File: src/rtl/cla_nibble_seq_ctrl.sv
// Multi-cycle WIDTH-bit add/subtract built on one shared external 4-bit CLA.
// Nibbles are issued low-first with the ripple carry held in a register between cycles.
module cla_nibble_seq_ctrl #(
  parameter int WIDTH = 16
) (
  input  logic             clk,
  input  logic             rst,
  input  logic             start,
  input  logic [WIDTH-1:0] a,
  input  logic [WIDTH-1:0] b,
  input  logic             cin,
  input  logic             sub,
  output logic             busy,
  output logic             done,
  output logic [WIDTH-1:0] sum,
  output logic             cout,
  output logic             ovf,
  output logic [3:0]       cla_in1,
  output logic [3:0]       cla_in2,
  output logic             cla_cin,
  input  logic [3:0]       cla_sum,
  input  logic             cla_cout
);

  localparam int NIB   = WIDTH / 4;
  localparam int IDX_W = (NIB > 1) ? $clog2(NIB) : 1;
  localparam logic [IDX_W-1:0] LAST_IDX = IDX_W'(NIB - 1);

  typedef enum logic {
    IDLE = 1'b0,
    RUN  = 1'b1
  } state_t;

  state_t               state;
  state_t               state_nxt;
  logic [IDX_W-1:0]     idx;
  logic [NIB-1:0][3:0]  a_nib;
  logic [NIB-1:0][3:0]  b_nib;
  logic [NIB-1:0][3:0]  sum_nib;
  logic                 carry;
  logic                 last_nib;

  // Signed overflow: operands agree in sign but the result sign differs.
  function automatic logic ovf_detect(input logic a_msb, input logic b_msb, input logic s_msb);
    return (a_msb == b_msb) && (s_msb != a_msb);
  endfunction

  assign last_nib = (idx == LAST_IDX);
  assign sum      = sum_nib;

  always_ff @(posedge clk or negedge rst) begin
    if (!rst) state <= IDLE;
    else      state <= state_nxt;
  end

  always_comb begin
    state_nxt = state;
    case (state)
      IDLE:    if (start) state_nxt = RUN;
      RUN:     if (last_nib) state_nxt = IDLE;
      default: state_nxt = IDLE;
    endcase
  end

  always_comb begin
    busy    = 1'b0;
    cla_in1 = 4'd0;
    cla_in2 = 4'd0;
    cla_cin = 1'b0;
    if (state == RUN) begin
      busy    = 1'b1;
      cla_in1 = a_nib[idx];
      cla_in2 = b_nib[idx];
      cla_cin = carry;
    end
  end

  always_ff @(posedge clk or negedge rst) begin
    if (!rst) begin
      a_nib   <= '0;
      b_nib   <= '0;
      sum_nib <= '0;
      carry   <= 1'b0;
      idx     <= '0;
      cout    <= 1'b0;
      ovf     <= 1'b0;
      done    <= 1'b0;
    end else begin
      done <= 1'b0;
      case (state)
        IDLE: begin
          if (start) begin
            a_nib   <= a;
            b_nib   <= sub ? ~b : b;
            carry   <= sub ? 1'b1 : cin;
            idx     <= '0;
            sum_nib <= '0;
          end
        end
        RUN: begin
          sum_nib[idx] <= cla_sum;
          carry        <= cla_cout;
          if (last_nib) begin
            cout <= cla_cout;
            ovf  <= ovf_detect(a_nib[NIB-1][3], b_nib[NIB-1][3], cla_sum[3]);
            done <= 1'b1;
            idx  <= '0;
          end else begin
            idx <= idx + 1'b1;
          end
        end
        default: ;
      endcase
    end
  end

endmodule

File: config.mk
export PLATFORM = sky130hd
export DESIGN_NAME = cla_nibble_seq_ctrl
export DESIGN_NICKNAME = d
export VERILOG_FILES = /design/src/rtl/cla_nibble_seq_ctrl.sv
export SDC_FILE = /design/constraint.sdc
export NUM_CORES = 1
export LEC_CHECK = 0
export CAP_MARGIN = 20
export CORE_ASPECT_RATIO = 1.4
export CORE_MARGIN = 2
export CORE_UTILIZATION = 44
export DETAILED_ROUTE_END_ITERATION = 10
export PLACE_DENSITY_LB_ADDON = 0.08
export RECOVER_POWER = 50
export SYNTH_ARGS = -nofsm -noshare
export SYNTH_HDL_FRONTEND = slang
export SYNTH_SLANG_ARGS = --single-unit
File: constraint.sdc
create_clock -name clk -period 1.6 [get_ports clk]
set_input_delay 0.32 -clock clk [delete_from_list [all_inputs] [get_ports clk]]
set_output_delay 0.32 -clock clk [all_outputs]
set_load 0.03 [all_outputs]
==> flow_summary.json <==
{
  "synth_edf_count": 0,
  "status": "finished with violations",
  "finalSetupTns_ns": -3.03,
  "peakVddDrop_mv": 0.909,
  "critPathMaxStageDelay_ns": 0.49,
  "synth-compound-area-share": 0.123,
  "fill_cells": 518,
  "crit_path_max_fanout": 4,
  "dp.cells": 393,
  "htree_levels": 2,
  "rsz0062_at_grt": "yes",
  "holdWs_ns": 0.487,
  "grt_pass1_wl_mm": 9.67,
  "wirelength_mm": 5.77,
  "ys_ff_latch": 55,
  "r2r_setup_slack_ns": 0.05,
  "start_util": 0.451,
  "cp_num_cells": 4,
  "grt_start_max_net_pins": 56,
  "worst_pin_slew_ns": 0.730,
  "synth_cell_types": 27,
  "fin_skew_ns": 0.00767,
  "dr.pass1.iters": 4,
  "post-route-cell-area_um2": 3940,
  "period_needed_ns": 2.00,
  "synth_fa_ha_area_frac": 0.0363,
  "final_antenna_net_count": 0,
  "min-delay-start": "b_nib[13]",
  "fmax_ghz": 0.501,
  "cp.arrival_ns": 1.68,
  "post-place-ws_ns": -0.559,
  "critical_path_class": "flip-flop to output port",
  "synth_area_um2": 2760,
  "drt_iter0_markers": 73,
  "hpwl_mm": 4.25,
  "synth.area.mux_share": 0.136,
  "pin_count": 71,
  "r2r_start": "state",
  "slowest_stage": "mux4_2",
  "vias_per_cell": 5.05,
  "synth_flop_cell": "dfrtp_1",
  "routed-via-count": 2084,
  "async_flop_share": 1.00,
  "drc": 0,
  "cap_viol_max_count": 0,
  "finalMaxSlewViolations": 0,
  "layout_setup_ws_ns": -0.396,
  "worst-path-buf-inv": 2,
  "yosysSeqAreaShare": 0.499,
  "synth-simple-area-share": 0.0934,
  "final_net_count": 390,
  "antenna_found_initial": 0,
  "synth_top_family_by_area": "multiplexers",
  "placeableCoreArea_um2": 6130,
  "synthXorXnorAreaFrac": 0.0508,
  "setup_viol": 8,
  "grt_usage": 0.176,
  "syn_avg_cell_area_um2": 11.3,
  "finalCritPeriodShare": 1.25,
  "syn_nets": 294,
  "crit_path_start": "idx[0]",
  "cts_buffers": 5,
  "clk_pin_slew_ns": 0.10,
  "hp-class": "flip-flop to flip-flop",
  "cts_max_path_buffers": 2,
  "io_buffers": 70,
  "place_area_um2": 3660,
  "critical_path.cell_chain": "buf_6 > mux4_2 > and2_4 > buf_6",
  "worstRegToRegCells": 6,
  "avgRoutedWirePerCell_um": 14.0,
  "cts_tree": "done",
  "cp-start-kind": "flip-flop",
  "cp.required_ns": 1.28,
  "die_x_um": 70.9,
  "synth_cells": 244,
  "area_growth_pct": 42.7,
  "grt_pass1_vias": 2119,
  "gp_congestion": 0.741,
  "crit_top_cell": "buf_6",
  "total_leakage_power_nw": 1.80,
  "finalHoldViolations": 0,
  "clock_latency_ns": 0.31,
  "diodes": 0,
  "clkSinkCount": 55,
  "drive_gt1_frac": 0.273,
  "hold_depth": 2,
  "grt_overflow": 0,
  "die_h_um": 97.7,
  "dieArea_um2": 6930,
  "synth.yosys.warnings": 0,
  "instances_no_fill": 413,
  "rows": 34,
  "p_per_area_nw_per_um2": 2030,
  "crit_family": "multiplexers",
  "cts-root-buf": "clkbuf_8",
  "max_slew_margin": 0.513,
  "cp-end-kind": "output port",
  "violations": "negative setup slack"
}
==> Yosys cell counts (all sizes together) (7+ instances only) <==
master / count / area, um^2
dfrtp: 55 / 1380
o21ai: 34 / 170
nand2: 20 / 75.1
inv: 19 / 71.3
a22o: 17 / 150
mux2: 17 / 191
nand3: 16 / 80.1
xnor2: 16 / 140
and2: 9 / 56.3
buf: 8 / 68.8
ha: 8 / 100
mux4: 8 / 184
clkbuf: 7 / 31.3
==> final timing paths <==
kind,to
hold reg to reg,b_nib[13]
setup / recovery,cla_in2[0]
max in group asynchronous,a_nib[7]
hold / removal,b_nib[13]
setup reg to reg,a_nib[1]
min in group asynchronous,done
==> power by group <==
part | internal, mW | switching, mW | leakage (nW)
registers | 2.05 | 0.389 | 0.692
logic | 2.27 | 2.18 | 1.04
clock network | 0.624 | 0.469 | 0.0644
total | 4.95 | 3.04 | 1.80
==> kinds of logic (layout without fill, tap and decap cells) <==
| logic type | count (synthesis) | after routing |
|---|---|---|
| fa+ha+maj | 8 | 8 |
| mux | 25 | 25 |
| simple gates | 52 | 52 |
| flops | 55 | 55 |
| compound gates | 54 | 54 |
| xor+xnor | 16 | 16 |
| buf+inv | 34 | 131 |
==> per-stage QoR <==
stage / util / total power [mW]
2_1_floorplan: - / 5.19
3_3_place_gp: 0.598 / 6.71
3_5_place_dp: 0.598 / 6.79
4_1_cts: 0.628 / 7.93
5_1_grt: 0.643 / 8.49
6_report: 0.643 / 7.98
==> routing by layer <==
layer	wire [um]	vias up	track usage
met5	0	-	0
met4	104	0	0.0552
met3	244	7	0.0342
met2	3120	45	0.321
met1	2310	998	0.205
li1	-	1034	-
==> worst register-to-register path: cells and delay by family, from the launching register on <==
family / cells / cell delay (ns)
multiplexers: 1 / 0.27
buffers and inverters: 4 / 0.56
AND/OR/NAND/NOR: 1 / 0.21
flip-flops: 1 / 0.40
==> placed cells by master (no fill, tap or decap), types with 3 or more instances in the layout <==
| cell | count |
|---|---|
| dfrtp_1 | 55 |
| clkdlybuf4s50_1 | 39 |
| o21ai_0 | 34 |
| buf_4 | 25 |
| nand2_1 | 20 |
| dlygate4sd2_1 | 19 |
| inv_1 | 18 |
| mux2_2 | 17 |
| xnor2_1 | 16 |
| nand3_1 | 16 |
| a22o_1 | 16 |
| buf_6 | 12 |
| and2_4 | 9 |
| mux4_2 | 8 |
| ha_1 | 5 |
| clkbuf_8 | 5 |
| buf_12 | 5 |
| nor2_1 | 3 |
==> what timing repair did <==
action | in CTS | in global routing
pin swaps | 8 | 0
endpoints found under the setup margin | 28 | 36
buffers inserted | 5 | 8
hold buffers | 1 | 0
hold endpoints to repair | 17 | 0
gates resized for setup | 79 | 8
==> area by class of cell <==
type                            count  area [um^2]  share of cell area
Multi-Input combinational cell    155         1250               0.317
Clock inverter                      3         67.6              0.0172
Tap cell                           72         90.1              0.0229
Inverter                           19         75.1              0.0191
Sequential cell                    55         1380               0.349
Clock buffer                        5         68.8              0.0175
Timing Repair Buffer              104         1010               0.257
==> registers in the layout, indices dropped and copies added (netlist names) <==
signal,count
cout,1
done,1
state,1
idx,2
carry,1
a_nib,16
sum,16
b_nib,16
ovf,1
(Power assumes the default switching activity.)
